`src/rtl/video_pattern_source.sv`:
```
`default_nettype none
// ============================================================================
// Module   : video_pattern_source
// Brief    : Synthetic frame generator for the dtype-tagged pixel stream.
// Revision : 1.0
// ============================================================================

// Beat type codes; guarded so a project-wide dtypes definition takes precedence.
`ifndef DTYPE_WIDTH
`define DTYPE_WIDTH 5
`endif
`ifndef DTYPE_FRAME_START
`define DTYPE_FRAME_START 5'h01
`endif
`ifndef DTYPE_FRAME_END
`define DTYPE_FRAME_END 5'h02
`endif
`ifndef DTYPE_ROW_START
`define DTYPE_ROW_START 5'h04
`endif
`ifndef DTYPE_ROW_END
`define DTYPE_ROW_END 5'h08
`endif
`ifndef DTYPE_PIXEL_MASK
`define DTYPE_PIXEL_MASK 5'h10
`endif

module video_pattern_source #(
    parameter int PIXEL_WIDTH = 10,
    parameter int DIM_WIDTH   = 12
) (
    input  logic                    clk,
    input  logic                    resetb,
    input  logic                    enable,
    input  logic [DIM_WIDTH-1:0]    num_cols,
    input  logic [DIM_WIDTH-1:0]    num_rows,
    input  logic [DIM_WIDTH-1:0]    hblank,
    input  logic [DIM_WIDTH-1:0]    vblank,
    input  logic [1:0]              pattern,
    output logic                    dvo,
    output logic [PIXEL_WIDTH-1:0]  ro,
    output logic [PIXEL_WIDTH-1:0]  go,
    output logic [PIXEL_WIDTH-1:0]  bo,
    output logic [`DTYPE_WIDTH-1:0] dtypeo,
    output logic [15:0]             meta_datao,
    output logic                    busy
);

    typedef enum logic [2:0] {
        ST_IDLE, ST_FSTART, ST_RSTART, ST_PIXEL,
        ST_REND, ST_HBLANK, ST_FEND, ST_VBLANK
    } state_t;

    // r_state names the beat currently on the outputs; everything below
    // computes the next beat so that all outputs come straight from flops.
    state_t                  r_state, w_state;
    logic [DIM_WIDTH-1:0]    r_col, w_col;
    logic [DIM_WIDTH-1:0]    r_row, w_row;
    logic [DIM_WIDTH-1:0]    r_cnt, w_cnt;
    logic [DIM_WIDTH-1:0]    r_cols, r_rows, r_hblank, r_vblank;
    logic [1:0]              r_pattern;
    logic [15:0]             r_frame_cnt;
    logic                    w_start, w_latch;
    logic                    w_dvo;
    logic [`DTYPE_WIDTH-1:0] w_dtype;
    logic [15:0]             w_meta;
    logic [PIXEL_WIDTH-1:0]  w_r, w_g, w_b;
    logic [PIXEL_WIDTH-1:0]  w_pc, w_pr;

    assign w_start = enable && (num_cols != '0) && (num_rows != '0);

    always_comb begin
        w_state = r_state;
        w_col   = r_col;
        w_row   = r_row;
        w_cnt   = r_cnt;
        w_latch = 1'b0;
        case (r_state)
            ST_IDLE: begin
                if (w_start) begin
                    w_latch = 1'b1;
                    w_state = ST_FSTART;
                end
            end
            ST_FSTART: w_state = ST_RSTART;
            ST_RSTART: begin
                w_state = ST_PIXEL;
                w_col   = '0;
            end
            ST_PIXEL: begin
                if (r_col == r_cols - DIM_WIDTH'(1)) w_state = ST_REND;
                else                                 w_col   = r_col + DIM_WIDTH'(1);
            end
            ST_REND: begin
                w_row = r_row + DIM_WIDTH'(1);
                if (r_hblank != '0) begin
                    w_state = ST_HBLANK;
                    w_cnt   = DIM_WIDTH'(1);
                end else if (w_row < r_rows) begin
                    w_state = ST_RSTART;
                end else begin
                    w_state = ST_FEND;
                end
            end
            ST_HBLANK: begin
                if (r_cnt == r_hblank) w_state = (r_row < r_rows) ? ST_RSTART : ST_FEND;
                else                   w_cnt   = r_cnt + DIM_WIDTH'(1);
            end
            ST_FEND: begin
                if (r_vblank != '0) begin
                    w_state = ST_VBLANK;
                    w_cnt   = DIM_WIDTH'(1);
                end else if (w_start) begin
                    w_latch = 1'b1;
                    w_state = ST_FSTART;
                end else begin
                    w_state = ST_IDLE;
                end
            end
            ST_VBLANK: begin
                if (r_cnt == r_vblank) begin
                    w_latch = w_start;
                    w_state = w_start ? ST_FSTART : ST_IDLE;
                end else begin
                    w_cnt = r_cnt + DIM_WIDTH'(1);
                end
            end
            default: w_state = ST_IDLE;
        endcase
        if (w_latch) w_row = '0;
    end

    // Pattern generation for the beat about to be registered.
    always_comb begin
        w_pc = PIXEL_WIDTH'(w_col);
        w_pr = PIXEL_WIDTH'(w_row);
        w_r  = '0;
        w_g  = '0;
        w_b  = '0;
        case (r_pattern)
            2'd0: begin w_r = w_pc; w_g = w_pc; w_b = w_pc; end
            2'd1: begin w_r = w_pr; w_g = w_pr; w_b = w_pr; end
            2'd2: begin
                w_r = (w_col[3] ^ w_row[3]) ? '1 : '0;
                w_g = w_r;
                w_b = w_r;
            end
            default: begin w_r = w_pc; w_g = w_pr; w_b = w_pc + w_pr; end
        endcase
    end

    always_comb begin
        w_dvo   = 1'b1;
        w_dtype = '0;
        w_meta  = '0;
        case (w_state)
            ST_FSTART: begin w_dtype = `DTYPE_FRAME_START; w_meta = r_frame_cnt;  end
            ST_RSTART: begin w_dtype = `DTYPE_ROW_START;   w_meta = 16'(w_row);   end
            ST_PIXEL:  begin w_dtype = `DTYPE_PIXEL_MASK;                         end
            ST_REND:   begin w_dtype = `DTYPE_ROW_END;     w_meta = 16'(w_row);   end
            ST_FEND:   begin w_dtype = `DTYPE_FRAME_END;   w_meta = 16'(r_rows);  end
            default:   w_dvo = 1'b0;
        endcase
    end

    always_ff @(posedge clk or negedge resetb) begin
        if (!resetb) begin
            r_state     <= ST_IDLE;
            r_col       <= '0;
            r_row       <= '0;
            r_cnt       <= '0;
            r_cols      <= '0;
            r_rows      <= '0;
            r_hblank    <= '0;
            r_vblank    <= '0;
            r_pattern   <= '0;
            r_frame_cnt <= '0;
            dvo         <= 1'b0;
            dtypeo      <= '0;
            meta_datao  <= '0;
            ro          <= '0;
            go          <= '0;
            bo          <= '0;
            busy        <= 1'b0;
        end else begin
            r_state <= w_state;
            r_col   <= w_col;
            r_row   <= w_row;
            r_cnt   <= w_cnt;
            if (w_latch) begin
                r_cols    <= num_cols;
                r_rows    <= num_rows;
                r_hblank  <= hblank;
                r_vblank  <= vblank;
                r_pattern <= pattern;
            end
            // FRAME_END lasts one cycle, so this bumps the counter once per frame.
            if (w_state == ST_FEND) r_frame_cnt <= r_frame_cnt + 16'd1;
            dvo        <= w_dvo;
            dtypeo     <= w_dtype;
            meta_datao <= w_meta;
            ro         <= (w_state == ST_PIXEL) ? w_r : '0;
            go         <= (w_state == ST_PIXEL) ? w_g : '0;
            bo         <= (w_state == ST_PIXEL) ? w_b : '0;
            busy       <= (w_state != ST_IDLE);
        end
    end

endmodule

`default_nettype wire
```
`config.mk`:
```
export PLATFORM = sky130hd
export DESIGN_NAME = video_pattern_source
export DESIGN_NICKNAME = d
export VERILOG_FILES = /design/src/rtl/video_pattern_source.sv
export SDC_FILE = /design/constraint.sdc
export NUM_CORES = 1
export LEC_CHECK = 0
export ABC_CLOCK_PERIOD_IN_PS = 5600
export BUFFER_PORTS_ARGS = -buffer_cell sky130_fd_sc_hd__buf_2
export CAP_MARGIN = 10
export CORE_MARGIN = 5
export CORE_UTILIZATION = 29
export CTS_CLUSTER_SIZE = 25
export DETAILED_ROUTE_END_ITERATION = 8
export SYNTH_ARGS = -nofsm -noshare
export SYNTH_HDL_FRONTEND = slang
export SYNTH_SLANG_ARGS = --single-unit
export TNS_END_PERCENT = 1
```
`constraint.sdc`:
```
create_clock -name clk -period 5.6 [get_ports clk]
set_clock_uncertainty 0.15 [all_clocks]
set_input_delay 0.84 -clock clk [delete_from_list [all_inputs] [get_ports clk]]
set_output_delay 0.84 -clock clk [all_outputs]
set_load 0.1 [all_outputs]
```
==> results of run 1 <==
state kept, by name, summed over array words and instances (netlist names), 10 cells and up:
signal,flops
bo,10
r_frame_cnt,16
r_cnt,12
meta_datao,16
r_col,12
ro,10
r_hblank,12
r_rows,12
r_vblank,12
r_cols,12
go,10
r_row,12
layer usage:
| layer | share of wire, % | up-vias | GRT usage (%) |
|---|---|---|---|
| met5 | 0.029 | - | 0 |
| met4 | 2.0 | 2 | 4.44 |
| met3 | 5.5 | 31 | 2.54 |
| met2 | 42 | 200 | 20.7 |
| met1 | 50 | 3408 | 22.2 |
| li1 | - | 3436 | - |
placed cells by master (no fill, tap or decap), types with 19 or more instances in the layout:
cell / synthesis / final
dfrtp_1: 158 / 158
and3_1: 21 / 21
xnor2_1: 35 / 35
nor4_1: 23 / 23
a21oi_1: 47 / 47
ha_1: 39 / 39
xor2_1: 54 / 54
nand3_1: 27 / 27
buf_2: 3 / 104
nor3_1: 19 / 19
nor2_1: 68 / 67
o21ai_0: 30 / 30
nand2_1: 180 / 180
inv_1: 28 / 28
cell type report:
type | instances | share of cell area, %
clock buffers | 19 | 4.37
repair buffers | 113 | 5.84
inverters | 29 | 1.07
multi-input cells | 705 | 43.4
clock inverters | 13 | 1.53
well taps | 390 | 4.81
flip-flops and latches | 158 | 39.0
cell usage after synthesis (all sizes together), types with 2 or more instances:
| cell type | count |
|---|---|
| or4 | 5 |
| o22ai | 5 |
| and3 | 21 |
| dfrtp | 158 |
| nand4 | 17 |
| a31oi | 3 |
| a311o | 2 |
| o21ai | 32 |
| nor3b | 2 |
| buf | 7 |
| xor2 | 54 |
| nor4 | 24 |
| and4 | 3 |
| o221ai | 9 |
| o32ai | 3 |
| or2 | 2 |
| a211oi | 11 |
| nor3 | 20 |
| nor2b | 5 |
| clkbuf | 46 |
| nand3b | 6 |
| a41oi | 4 |
| xnor2 | 35 |
| or3 | 4 |
| nand2 | 180 |
| a21oi | 47 |
| ha | 39 |
| and2 | 17 |
| mux2 | 2 |
| nand2b | 12 |
| xnor3 | 2 |
| nor2 | 68 |
| a21o | 7 |
| o31ai | 4 |
| nand3 | 27 |
| o21a | 3 |
| inv | 29 |
| a221o | 12 |
| a221oi | 3 |
power by group through the flow:
stage	clock network [uW]	logic (uW)	registers, uW
after floorplan	0	1360	2290
after global placement	0	2420	1810
after detailed placement	0	2450	1810
after CTS	1220	2470	1800
after global routing	1270	2710	1850
final	1190	2450	1790
worst max-delay path, cell delays in order (launching register included):
cell     delay, ns
dfrtp_1       0.46
or4_4         0.59
or2_4         0.29
nor4_1        0.24
a21oi_1       0.10
a31oi_2       0.42
and3_1        0.26
nand2_1       0.08
xor2_1        0.20
nor2_1        0.10
ha_1          0.37
a21oi_1       0.23
nor2b_1       0.10
o21ai_0       0.15
o31a_1        0.15
o31ai_1       0.08
or4_1         0.45
and4_4        0.19
nor3_1        0.17
worst paths after layout:
| path | cells past startpoint | from | endpoint |
|---|---|---|---|
| setup reg to reg | 18 | r_cols[3]$_DFFE_PN0P_ | bo[9]$_DFF_PN0_ |
| min in group clk | 1 | r_frame_cnt[15]$_DFFE_PN0N_ | r_frame_cnt[15]$_DFFE_PN0N_ |
| hold reg to reg | 1 | r_frame_cnt[15]$_DFFE_PN0N_ | r_frame_cnt[15]$_DFFE_PN0N_ |
| hold / removal | 1 | resetb | r_hblank[8]$_DFFE_PN0P_ |
| setup / recovery | 18 | r_cols[3]$_DFFE_PN0P_ | bo[9]$_DFF_PN0_ |
| max in group asynchronous | 2 | resetb | r_row[11]$_DFF_PN0_ |
through the flow:
| step | area (sq um) | cells | power [uW] |
|---|---|---|---|
| 6_report | 10100 | 1427 | 5440 |
| 5_1_grt | 10100 | 1427 | 5820 |
| 4_1_cts | 10100 | 1427 | 5490 |
| 3_5_place_dp | 9540 | 1395 | 4260 |
| 3_3_place_gp | 9540 | 1395 | 4230 |
| 2_1_floorplan | 8670 | 945 | 3650 |
cell families (layout without fill, tap and decap cells):
family,after synthesis,in the layout
compound gates,155,155
xor+xnor,91,91
fa+ha+maj,41,41
buf+inv,82,174
flops,158,158
mux,3,3
simple gates,415,415
==> results.cfg, run 1 <==
[power_and_ir_drop]
p_int_uw = 2870
ir_drop_v = 0.000401
leakage_uw = 0.00490
p_switching_uw = 2570
power.density_mw_per_mm2 = 537
p_sw_share_pct = 47.3
seq_power_share_pct = 33.0
p_comb_share_pct = 45.1
clockPowerShare_pct = 21.9

[sta]
holdWs_ns = 0.239
slew_headroom_pct = 33.4
worst_slew_pin_slew_ns = 0.997
fin_crit_sh_pct = 86.1
fin_ws_ns = 0.776
period_minus_slack_ns = 4.82
rsz0062_at_grt = no
hold_violations = 0
slew_violations = 0
fin_tns_setup_ns = 0
achievable-frequency_mhz = 207
setup_viol = 0

[place]
place_congestion = 0.906
dp_hpwl_mm = 17.5
numPortBuffers = 105
place_worst_setup_slack_ns = 0.818

[drt]
num_vias = 7077
routed_via_density = 4.96
dr.pass1.iters = 5
drt.antenna.violating_nets = 0
drt_first_iter_violations = 516
routed_wirelength_mm = 23.8
drc_errors = 0
wl_per_cell_um = 16.7

[setup_path]
rrSetupSlack_ns = 0.78
arrival_ns = 5.03
crit_type = reg -> reg
worstPathRequired_ns = 5.81
start_kind = flop
crit_fanout = 9
cp-end-kind = flop

[clock_tree]
root_buffer = clkbuf_16
cts_hold_buf = 0
cts_buffer_depth = 2
clock_sinks = 158
cts_tree = built
h-tree-depth = 4
clk_latency_ns = 0.44
post_cts_resize_count = 0
clk_pin_slew_ns = 0.07
cts_inserted_buffers = 17
cts_setup_buffers = 0

[die]
rows = 63
start_util_pct = 29.3
io_pins = 106
core_area_sq_mm = 0.0296
dieArea_sq_mm = 0.0334
fp.dieW_um = 183
fp.dieH_um = 183

[synthesis]
yosysSeqAreaShare_pct = 45.6
syn_inst = 945
synth_fa_ha_area_share_pct = 5.99
synth_area_leaders = dfrtp_1 46%, nand2_1 7.8%, ha_1 5.6%
synth_compound_area_share_pct = 12.0
synth_edf_count = 0
synth_top_cell_by_area = dfrtp_1
yosys_register_bits = 158
synthArstFlopShare_pct = 100
syn_avg_cell_area_sq_um = 9.17
synth-xor-area-share_pct = 9.51
yosys_warnings = 0
ys_types = 66
synth_top_area_share_pct = 45.6
yosys.area_share.simple_pct = 22.8
synth_top_family_by_area = simple AND/OR/NAND/NOR gates
syn_nets = 1038
synthMuxAreaShare_pct = 0.375
synth_area_sq_mm = 0.00867
ys.flop_type = dfrtp_1

[cells_and_area]
fin_nets = 1117
nFillCells = 3051
finalCoreUtilization_pct = 34.3
multi_input_comb_area_sq_mm = 0.00440
ff_latch_area_sq_mm = 0.00395
diodes = 0
layout-drive-gt1-share_pct = 15.4
area_growth_pct = 17.0

[global_route]
grt_pass1_wl_mm = 38.7
grt_max_degree = 79
first_global_vias = 6959
track_usage_pct = 14.5
grt_overflow = 0
antenna_found_initial = 1

[outcome]
status = finished clean

[min_path]
hold_class = in -> async

[flow_run]
cap_violations = 0
Note: power is estimated with default switching activity, not from simulation.
==> inputs of run 2 (changes only) <==
--- a/config.mk
+++ b/config.mk
@@ -9,9 +9,10 @@
 export BUFFER_PORTS_ARGS = -buffer_cell sky130_fd_sc_hd__buf_2
 export CAP_MARGIN = 10
 export CORE_MARGIN = 5
-export CORE_UTILIZATION = 29
+export CORE_UTILIZATION = 50
 export CTS_CLUSTER_SIZE = 25
 export DETAILED_ROUTE_END_ITERATION = 8
+export PLACE_DENSITY = 0.7
 export SYNTH_ARGS = -nofsm -noshare
 export SYNTH_HDL_FRONTEND = slang
 export SYNTH_SLANG_ARGS = --single-unit
==> run 2 against run 1 <==
Via count is essentially flat. Setup slack lost 0.11 ns. Worst hold slack lost 0.066 ns. Count of clock-buffer cells in the layout is the same. Sequential share of layout area grew 0.73 points. Critical path depth is the same. Die area shrank 40%. Register-to-register slack lost 0.11 ns. Critical path type unchanged.
==> results.cfg, run 2 (same netlist as run 1, synthesis figures left out) <==
[die]
start_util_pct = 50.5
io_pins = 106
core_area_sq_mm = 0.0172
fp.dieH_um = 142
fp.dieW_um = 142
dieArea_sq_mm = 0.0201
rows = 48

[global_route]
first_global_vias = 7133
grt_pass1_wl_mm = 36.7
track_usage_pct = 22.9
grt_overflow = 0
antenna_found_initial = 0
grt_max_degree = 61

[power_and_ir_drop]
seq_power_share_pct = 33.3
p_int_uw = 2860
p_comb_share_pct = 45.3
leakage_uw = 0.00493
p_switching_uw = 2500
power.density_mw_per_mm2 = 539
ir_drop_v = 0.000400
p_sw_share_pct = 46.7
power_uw = 5360
clockPowerShare_pct = 21.4

[drt]
drt_first_iter_violations = 470
routed_via_density = 5.58
num_vias = 7076
wl_per_cell_um = 17.3
drt.antenna.violating_nets = 0
drc_errors = 0
routed_wirelength_mm = 22.0
dr.pass1.iters = 6

[sta]
slew_headroom_pct = 34.0
period_minus_slack_ns = 4.94
rsz0062_at_grt = no
worst_slew_pin_slew_ns = 0.988
fin_ws_ns = 0.661
hold_violations = 0
slew_violations = 0
fin_crit_sh_pct = 88.2
setup_viol = 0
achievable-frequency_mhz = 202
fin_tns_setup_ns = 0

[setup_path]
crit_path_max_incr_delay_ns = 0.60
rr_endpoint = bo[9]$_DFF_PN0_
cpMostUsedCell = a21oi_1
rr_worst_depth = 18
start_kind = flop
crit_fanout = 9
cp_cell_sequence = or4_4, or2_4, nor4_1, a21oi_1, a31oi_2, and3_1, nand2_1, xor2_1, nor2_1, ha_1, a21oi_1, nor2b_1, o21ai_0, o31a_1, o31ai_1, or4_1, and4_4, nor3_1
worstPathRequired_ns = 5.80
slowest_stage = or4_4
cp-end-kind = flop
arrival_ns = 5.14
timing.rr.start = r_cols[3]$_DFFE_PN0P_
crit_type = reg -> reg
rrSetupSlack_ns = 0.66

[cells_and_area]
fin_nets = 1122
stdcell_count = 1267
final_cell_mix = 180 x nand2_1, 158 x dfrtp_1, 104 x buf_2
mostFrequentLayoutCell = nand2_1
largestRegisters = meta_datao (16), r_frame_cnt (16)
finalCoreUtilization_pct = 57.9
multi_input_comb_area_sq_mm = 0.00440
diodes = 0
area_growth_pct = 14.8
layout-drive-gt1-share_pct = 15.8
nFillCells = 1552
ff_latch_area_sq_mm = 0.00395

[clock_tree]
cts_hold_buf = 0
post_cts_resize_count = 0
clk_pin_slew_ns = 0.07
cts_setup_buffers = 0
clock_sinks = 158
cts_tree = built
root_buffer = clkbuf_16
clk_latency_ns = 0.43
cts_inserted_buffers = 17
h-tree-depth = 4
cts_buffer_depth = 2

[flow_run]
cap_violations = 0

[place]
numPortBuffers = 105
place_worst_setup_slack_ns = 0.728
place_inst = 1235
dp_hpwl_mm = 15.9
place_congestion = 0.923

[outcome]
status = finished clean

[min_path]
hold_class = in -> async
==> run 2: cell types whose count changed in the layout (fill, tap and decap cells not counted), sizes merged <==
cell      change
buf           +5
clkinv        +4
inv           -3
clkinvlp      -1
==> run 2: stage by stage <==
step,cell area (sq um),hold WS [ns]
2_1_floorplan,8670,0.288
3_3_place_gp,9370,0.302
3_5_place_dp,9370,0.304
4_1_cts,9950,0.182
5_1_grt,9950,0.203
6_report,9950,0.174
==> run 2: worst max-delay path by stage <==
stage | from | to | slack, ns | cells past startpoint
2_1_floorplan | r_cols[3]$_DFFE_PN0P_ | bo[9]$_DFF_PN0_ | 1.19 | 19
3_3_place_gp | r_cols[3]$_DFFE_PN0P_ | bo[9]$_DFF_PN0_ | 0.87 | 18
6_report | r_cols[3]$_DFFE_PN0P_ | bo[9]$_DFF_PN0_ | 0.66 | 18
3_5_place_dp | r_cols[3]$_DFFE_PN0P_ | bo[9]$_DFF_PN0_ | 0.73 | 18
5_1_grt | r_cols[3]$_DFFE_PN0P_ | bo[9]$_DFF_PN0_ | 0.26 | 18
4_1_cts | r_cols[3]$_DFFE_PN0P_ | bo[9]$_DFF_PN0_ | 0.70 | 18
==> run 2: per-layer routing <==
| metal | up-vias | routed length, um | global-route usage [%] |
|---|---|---|---|
| met2 | 187 | 9470 | 32.9 |
| met1 | 3400 | 10900 | 34.3 |
| met5 | - | 0 | 0 |
| li1 | 3452 | - | - |
| met4 | 0 | 515 | 7.53 |
| met3 | 37 | 1120 | 4.99 |
==> run 2: power groups by stage <==
stage	sequential, uW	clock [uW]	combinational [uW]
after floorplan	2290	0	1360
after global placement	1790	0	2410
after detailed placement	1790	0	2420
after CTS	1780	1170	2440
after global routing	1840	1220	2690
final	1780	1150	2430
==> run 2: layout make-up <==
cell class / count / share of cell area (%)
multi-input combinational: 705 / 44.2
sequential: 158 / 39.7
timing repair buffer: 118 / 6.32
clock buffer: 19 / 4.45
tap: 225 / 2.83
clock inverter: 13 / 1.40
inverter: 29 / 1.09
==> run 2: worst max-delay path, delay by kind of cell, from the launching register on <==
kind                       cells  cell delay, ns
adders and majority gates      1            0.33
xor gates and xnor gates       1            0.16
DFF                            1            0.46
and+or+nand+nor               10            2.62
AOI/OAI and AO/OA              6            1.15
